`config.mk`:
```
export PLATFORM = sky130hd
export DESIGN_NAME = seg7_scan_display
export DESIGN_NICKNAME = d
export VERILOG_FILES = /design/src/rtl/seg7_scan_display.sv
export SDC_FILE = /design/constraint.sdc
export NUM_CORES = 1
export LEC_CHECK = 0
export ABC_CLOCK_PERIOD_IN_PS = 3750
export CAP_MARGIN = 10
export CELL_PAD_IN_SITES_DETAIL_PLACEMENT = 0
export CELL_PAD_IN_SITES_GLOBAL_PLACEMENT = 2
export CORE_UTILIZATION = 36
export DETAILED_ROUTE_END_ITERATION = 12
export PLACE_DENSITY = 0.77
export SYNTH_ARGS = -nofsm -noshare
export SYNTH_HDL_FRONTEND = slang
export SYNTH_SLANG_ARGS = --single-unit
```
`constraint.sdc`:
```
create_clock -name clk -period 3.75 [get_ports clk]
set_input_delay 0.375 -clock clk [delete_from_list [all_inputs] [get_ports clk]]
set_output_delay 0.375 -clock clk [all_outputs]
set_load 0.01 [all_outputs]
```
`src/rtl/seg7_scan_display.sv`:
```
// seg7_scan_display: sequential double-dabble BCD conversion feeding a multiplexed
// common-cathode scan with leading-zero blanking, inter-digit blank gap and overflow dashes.
module seg7_scan_display #(
  parameter int DIGITS = 4,
  parameter int IN_W = 14,
  parameter int REFRESH_DIV = 50000,
  parameter int BLANK_CYC = 8,
  parameter bit SEG_ACTIVE_LOW = 0,
  parameter bit AN_ACTIVE_LOW = 0
) (
  input  logic              clk,
  input  logic              rst,
  input  logic              load_i,
  input  logic [IN_W-1:0]   value_i,
  output logic              busy_o,
  output logic              overflow_o,
  output logic [6:0]        seg_o,
  output logic [DIGITS-1:0] an_o
);
  localparam logic [1:0] IDLE = 2'd0, SHIFT = 2'd1, COMMIT = 2'd2;
  localparam int BW = DIGITS * 4;
  localparam int CW = $clog2(IN_W + 1);
  localparam int PW = $clog2(REFRESH_DIV + 1);
  localparam int IW = DIGITS > 1 ? $clog2(DIGITS) : 1;
  localparam logic [63:0] MAX_V = 64'(10 ** DIGITS) - 64'd1;

  logic [1:0]        state_q, state_d;
  logic [IN_W-1:0]   bin_q, bin_d;
  logic [BW-1:0]     bcd_q, bcd_d, adj, disp_q, disp_d;
  logic [CW-1:0]     cnt_q, cnt_d;
  logic              ovf_cap_q, ovf_cap_d, ovf_q, ovf_d;
  logic [PW-1:0]     pre_q, pre_d;
  logic [IW-1:0]     idx_q, idx_d;
  logic [6:0]        seg_q, seg_d;
  logic [DIGITS-1:0] an_q, an_d;
  logic              wrap, blank, lz;
  logic [3:0]        nib;

  function automatic logic [6:0] dec(input logic [3:0] n);
    case (n)
      4'd0: dec = 7'b1111110;
      4'd1: dec = 7'b0110000;
      4'd2: dec = 7'b1101101;
      4'd3: dec = 7'b1111001;
      4'd4: dec = 7'b0110011;
      4'd5: dec = 7'b1011011;
      4'd6: dec = 7'b1011111;
      4'd7: dec = 7'b1110010;
      4'd8: dec = 7'b1111111;
      4'd9: dec = 7'b1111011;
      default: dec = 7'b0000000;
    endcase
  endfunction

  always_comb begin
    adj = bcd_q;
    for (int i = 0; i < DIGITS; i++)
      adj[i*4 +: 4] = bcd_q[i*4 +: 4] >= 4'd5 ? bcd_q[i*4 +: 4] + 4'd3 : bcd_q[i*4 +: 4];
  end

  always_comb begin
    state_d = state_q;
    bin_d = bin_q;
    bcd_d = bcd_q;
    cnt_d = cnt_q;
    ovf_cap_d = ovf_cap_q;
    disp_d = disp_q;
    ovf_d = ovf_q;
    if (state_q == IDLE && load_i) begin
      state_d = SHIFT;
      bin_d = value_i;
      bcd_d = '0;
      cnt_d = CW'(IN_W);
      ovf_cap_d = 64'(value_i) > MAX_V;
    end else if (state_q == SHIFT) begin
      {bcd_d, bin_d} = {adj, bin_q} << 1;
      cnt_d = cnt_q - 1'b1;
      state_d = cnt_q == CW'(1) ? COMMIT : SHIFT;
    end else if (state_q == COMMIT) begin
      disp_d = bcd_q;
      ovf_d = ovf_cap_q;
      state_d = IDLE;
    end
  end

  // Digits above the highest non-zero one are blank; digit 0 always shows.
  always_comb begin
    wrap = pre_q == PW'(REFRESH_DIV - 1);
    pre_d = wrap ? '0 : pre_q + 1'b1;
    idx_d = wrap ? (idx_q == IW'(DIGITS - 1) ? '0 : idx_q + 1'b1) : idx_q;
    nib = disp_q[idx_q*4 +: 4];
    lz = idx_q != '0 && (disp_q >> {idx_q, 2'b00}) == '0;
    blank = pre_q < PW'(BLANK_CYC);
    seg_d = blank ? 7'b0 : ovf_q ? 7'b0000001 : lz ? 7'b0 : dec(nib);
    an_d = blank ? '0 : DIGITS'(1) << idx_q;
  end

  always_ff @(posedge clk)
    if (rst) begin
      state_q <= IDLE;
      bin_q <= '0;
      bcd_q <= '0;
      cnt_q <= '0;
      ovf_cap_q <= 1'b0;
      disp_q <= '0;
      ovf_q <= 1'b0;
      pre_q <= '0;
      idx_q <= '0;
      seg_q <= '0;
      an_q <= '0;
    end else begin
      state_q <= state_d;
      bin_q <= bin_d;
      bcd_q <= bcd_d;
      cnt_q <= cnt_d;
      ovf_cap_q <= ovf_cap_d;
      disp_q <= disp_d;
      ovf_q <= ovf_d;
      pre_q <= pre_d;
      idx_q <= idx_d;
      seg_q <= seg_d;
      an_q <= an_d;
    end

  assign busy_o = state_q != IDLE;
  assign overflow_o = ovf_q;
  assign seg_o = seg_q ^ {7{SEG_ACTIVE_LOW}};
  assign an_o = an_q ^ {DIGITS{AN_ACTIVE_LOW}};
endmodule

```
After elaboration in Yosys (flattened, before gate mapping)
Memories as Yosys holds them, arrays and structs flattened.
Cells that the tools add are included.
{ "word_totals": {"ff_bits": 83, "in_bits": 17, "memories": 1, "wordCells": 67, "output_inout_bits": 13, "mem_bits_ro": 112} }
{ "classes": {"eq_ne": 5, "shifts": 3, "reduce_logical": 14, "addsub": 7, "order_cmp": 6, "n_bitwise": 2, "mux": 15} }
{ "mem_list": {"columns": ["name", "depth", "width", "rd", "rd_clocked_by_memory_dff", "write_ports", "line", "text"], "rows": [
  ["(no name shown)", 16, 7, 1, 0, 0, "40", "case (n)"]
]} }
{ "op_table": {"columns": ["operator", "count"], "rows": [
  ["$mux 14", 2],
  ["$mux 4", 5],
  ["$add 16x1->16 const B", 1],
  ["$eq 16x16->1 const B", 1],
  ["$ge 4x3->1 const B", 4],
  ["$logic_not 16->1", 1],
  ["$lt 16x4->1 const B", 1],
  ["$shiftx 16x5->4", 1],
  ["$shr 16x4->16", 1],
  ["$gt 14x14->1 const B", 1],
  ["$add 4x2->4 const B", 3],
  ["$mux 2", 4],
  ["$reduce_bool 2->1", 4],
  ["$reduce_or 2->1", 3],
  ["$eq 2x2->1 const B", 2],
  ["$eq 4x1->1 const B", 1],
  ["$reduce_or 4->1", 1],
  ["$shl 1x2->4 const A", 1],
  ["$sub 4x1->4 const B", 1],
  ["$add 3x2->3 const B", 1],
  ["$mux 1", 3],
  ["$mux 3", 1],
  ["$reduce_and 3->1", 1],
  ["$reduce_bool 3->1", 1],
  ["other kinds (5)", 7]
]} }

Logic depth before layout (Yosys ltp)
{ "depth": {"word_depth": 5, "mapped_depth": 9} }

Worst setup path after synthesis
OpenSTA, ideal clock, no wires.
{ "synth_timing": {"kind": "register to register", "startpoint": "register idx_q[0]", "endpoint": "register seg_q[1], in the netlist seg_o[1]", "required_time_ns": 3.631, "path_slack_ns": 1.069, "stages_incl_launch_ff": 10, "t_arrival_ns": 2.562, "setup_time_ns": 0.119, "path_buffers": 1, "path_cell_list": "dfxtp_1 buf_6 mux4_1 inv_1 ha_1 inv_1 or4_1 nor4_2 or3b_4 a21oi_1"} }
{ "synth_between": {"elab_chain_cells": 4} }
{ "synth_rtl": {"columns": ["item", "line", "text"], "rows": [
  ["from (decl)", "33", "logic [IW-1:0] idx_q, idx_d;"],
  ["from (signal assigned)", "120", "idx_q <= idx_d;"],
  ["parallel branches: the longest is 4 deep, another holds $mem_v2 16x7", null, null],
  ["to (signal assigned)", "121", "seg_q <= seg_d;"],
  ["to (decl)", "34", "logic [6:0] seg_q, seg_d;"]
]} }
Parallel ways; which one is timed is not known.
A chain may end at the register's enable or synchronous reset.

Final worst setup path
{ "layout_timing": {"startpoint": "register idx_q[0]", "endpoint": "register seg_q[6], in the netlist seg_o[6]"} }
Same word-level chain as after synthesis.

==> impl_metrics.csv <==
group,metric,value,unit
hold_path,worstHoldStart,"pre_q[0]",
hold_path,holdCritPathClass,"reg2reg",
floorplanning,start_util,0.376,
floorplanning,die_w,106,µm
grt,overflow,0,
grt,grt_use_total,0.152,
power_and_ir_drop,ir_worst_vdd,0.255,mV
sta,finalClockSkew,4.90,ps
logic_synthesis,synth-simple-area-share,0.184,
worst_setup_path,crit_slowest_cell,"mux4_1",
clock_tree,cts_buffer_depth,2,
cells_and_area,fill_cells,1062,
clock_tree,cts-resized-gates,0,
run_status,status,"finished clean",
sta,hold_viol,0,
logic_synthesis,async_reset_ff_frac,0,
grt,grt_start_max_net_pins,41,
worst_setup_path,crit_top_cell,"inv_1",
sta,rsz0062_at_grt,"no",
sta,period_share,0.794,
floorplanning,dieArea,0.0113,mm²
worst_setup_path,r2r-end,"seg_o[6]",
logic_synthesis,synth_cell_types,41,
worst_setup_path,crit_chain,"mux4_1 > inv_1 > ha_1 > inv_1 > or4_1 > nor4_2 > or3b_4 > nor2_1",
sta,worst_slack,771,ps
sta,whs,441,ps
logic_synthesis,yosysTopAreaCellShare,0.424,
clock_tree,postCtsSetupBuffers,0,
logic_synthesis,syn-cell-area,0.00392,mm²
clock_tree,cts_made_buffers,9,
sta,worstMarginPinSlew,1020,ps
clock_tree,cts-htree-levels,3,
logic_synthesis,syn_area_per_cell,9.19,µm²
detailed_routing,via_count,2903,
grt,first_global_vias,2863,
clock_tree,clock_latency,340,ps
worst_setup_path,cp-start-kind,"flop",
detailed_routing,routed_wl,7680,µm
worst_setup_path,crit_arrival,3210,ps
floorplanning,die_y,106,µm
sta,setup_tns,0,ps
clock_tree,path_clk_slew,80,ps
job,maxCapViolCount,0,
clock_tree,cts_tree,"built",
grt,grt_first_pass_wirelength,13800,µm
detailed_routing,first_iter_violations,78,
hold_path,hold-path-endpoint,"pre_q[0]",
logic_synthesis,yosys.area_share.adder,0.0671,
logic_synthesis,ys_ff_latch,83,
logic_synthesis,synth-seq-area-share,0.424,
detailed_routing,via_per_inst,4.93,
logic_synthesis,syn_nets,464,
worst_setup_path,worst_ep_required_time,3990,ps
detailed_routing,ant_nets,0,
sta,slew_headroom,0.317,
clock_tree,clkSinkCount,83,
floorplanning,core_area,0.0104,mm²
floorplanning,fp-row-count,37,
logic_synthesis,synthMuxAreaShare,0.136,
worst_setup_path,r2r_slack,770,ps
detailed_routing,firstDrtPassIters,4,
logic_synthesis,netlist_top_cells_count,"dfxtp_1, nor2_1, mux2i_1",
clock_tree,cts_hold_buffers,0,
sta,setup_viol,0,
logic_synthesis,synth-edff-count,0,
power_and_ir_drop,leakagePower,1.68,nW
power_and_ir_drop,cellPowerDensity,384,mW/mm²
logic_synthesis,yosysMostFrequentCell,"dfxtp_1",
logic_synthesis,synth_top_family_by_area,"simple AND/OR/NAND/NOR gates",
logic_synthesis,synth_top_area_cell,"dfxtp_1",
placement,dp_hpwl,5440,µm
sta,finalMaxSlewViolations,0,
cells_and_area,area_growth_syn_to_layout,15.4,%
hold_path,min_path_cells,1,
clock_tree,clock_tree.root_cell,"clkbuf_8",
placement,place.gp.congestion,0.755,
cells_and_area,final_layout_size_suffix_gt1_frac,0.0486,
logic_synthesis,synthCells,426,
cells_and_area,num_antenna_cells,0,
placement,post-place-ws,745,ps
worst_setup_path,cp-end-kind,"flop",
logic_synthesis,synth-xor-area-share,0.0537,
worst_setup_path,crit_fanout,14,
sta,min_period,2980,ps
sta,max_freq,336,MHz
placement,port_buffers,29,
logic_synthesis,yosys_most_used_dff,"dfxtp_1",
worst_setup_path,r2r_start,"idx_q[0]",
grt,antenna_found_initial,0,
logic_synthesis,synth-compound-area-share,0.0927,
worst_setup_path,r2r_cells,8,
worst_setup_path,cp_slowest_stage_delay,760,ps
worst_setup_path,critPathKind,"reg2reg",
floorplanning,io_pins,30,
cells_and_area,fin_nets,488,
logic_synthesis,synth_area_leaders,"dfxtp_1, mux2i_1, ha_1, nor2_1, xnor2_1",
logic_synthesis,yosysWarnings,0,
detailed_routing,drc_errors,0,
detailed_routing,wl_per_cell,13.0,µm
==> layout make-up <==
| cell class | instances | area (µm²) | share of cell area |
|---|---|---|---|
| sequential | 83 | 1660 | 0.368 |
| timing repair buffer | 33 | 320 | 0.0709 |
| tap | 136 | 170 | 0.0376 |
| inverter | 21 | 78.8 | 0.0174 |
| multi-input combinational | 302 | 2090 | 0.463 |
| clock inverter | 3 | 65.1 | 0.0144 |
| clock buffer | 11 | 131 | 0.0291 |
==> per-stage QoR <==
stage	cell area, µm²	power (mW)	instances	utilization
2_1_floorplan	3920	1.05	426	-
3_3_place_gp	4320	1.09	575	0.415
5_1_grt	4520	1.82	589	0.434
6_report	4520	1.74	589	0.434
4_1_cts	4520	1.77	589	0.434
3_5_place_dp	4320	1.09	575	0.415
==> layer usage <==
| metal | global-route usage | vias to the layer above | share of wire |
|---|---|---|---|
| li1 | - | 1509 | - |
| met1 | 0.209 | 1364 | 0.51 |
| met2 | 0.237 | 25 | 0.46 |
| met3 | 0.0368 | 5 | 0.023 |
| met4 | 0.0417 | 0 | 0.0069 |
| met5 | 0 | - | 0 |
==> critical path: cells and delay by family, from the launching register on <==
| kind | cells | cell delay [ps] |
|---|---|---|
| adder cells (fa/ha/maj) | 1 | 170 |
| buffers and inverters | 2 | 200 |
| flip-flops | 1 | 630 |
| multiplexers | 1 | 760 |
| AND/OR/NAND/NOR | 4 | 1130 |
==> report_power, final <==
part,total [mW],switching [mW],leakage [nW],internal [mW]
clock network,0.667,0.300,0.0992,0.368
registers,0.924,0.0162,0.674,0.908
logic,0.147,0.0776,0.907,0.0690
total,1.74,0.393,1.68,1.34
==> cells in the final DEF, fill, tap and decap left out, drive strengths merged, types with 3 or more instances in the layout <==
cell           instances
inv                   21
nand3                 16
nor3                   4
xnor2                 19
nand2                 18
nand2b                12
o211ai                 3
or3                    3
ha                    21
a21o                   3
dfxtp                 83
nor4                   9
xor2                   5
o21ai                 10
mux2i                 41
nor2                  69
a211oi                13
clkdlybuf4s50         29
clkbuf                11
and3                   6
buf                    4
mux4                   4
a21oi                 25
==> logic make-up (layout without fill, tap and decap cells) <==
family,count (synthesis),after routing
flops,83,83
buf+inv,41,68
compound gates,60,60
fa+ha+maj,21,21
xor+xnor,24,24
simple gates,150,150
mux,47,47
==> worst max-delay path by stage <==
stage	to	slack (ps)	depth (start not counted)	start
after floorplan	seg_o[1]	1070	9	idx_q[0]
after global placement	seg_o[4]	790	8	idx_q[0]
after detailed placement	seg_o[6]	740	8	idx_q[0]
after CTS	seg_o[6]	740	8	idx_q[0]
after global routing	seg_o[6]	550	8	idx_q[0]
final	seg_o[6]	770	8	idx_q[0]
==> flip-flops by register name, summed over array words and instances, names as in the netlist, 4 cells and up <==
| register | count |
|---|---|
| disp_q | 16 |
| bcd_q | 16 |
| seg_o | 7 |
| cnt_q | 4 |
| bin_q | 14 |
| an_o | 4 |
| pre_q | 16 |
No activity file was read; power rests on OpenSTA's default activity.
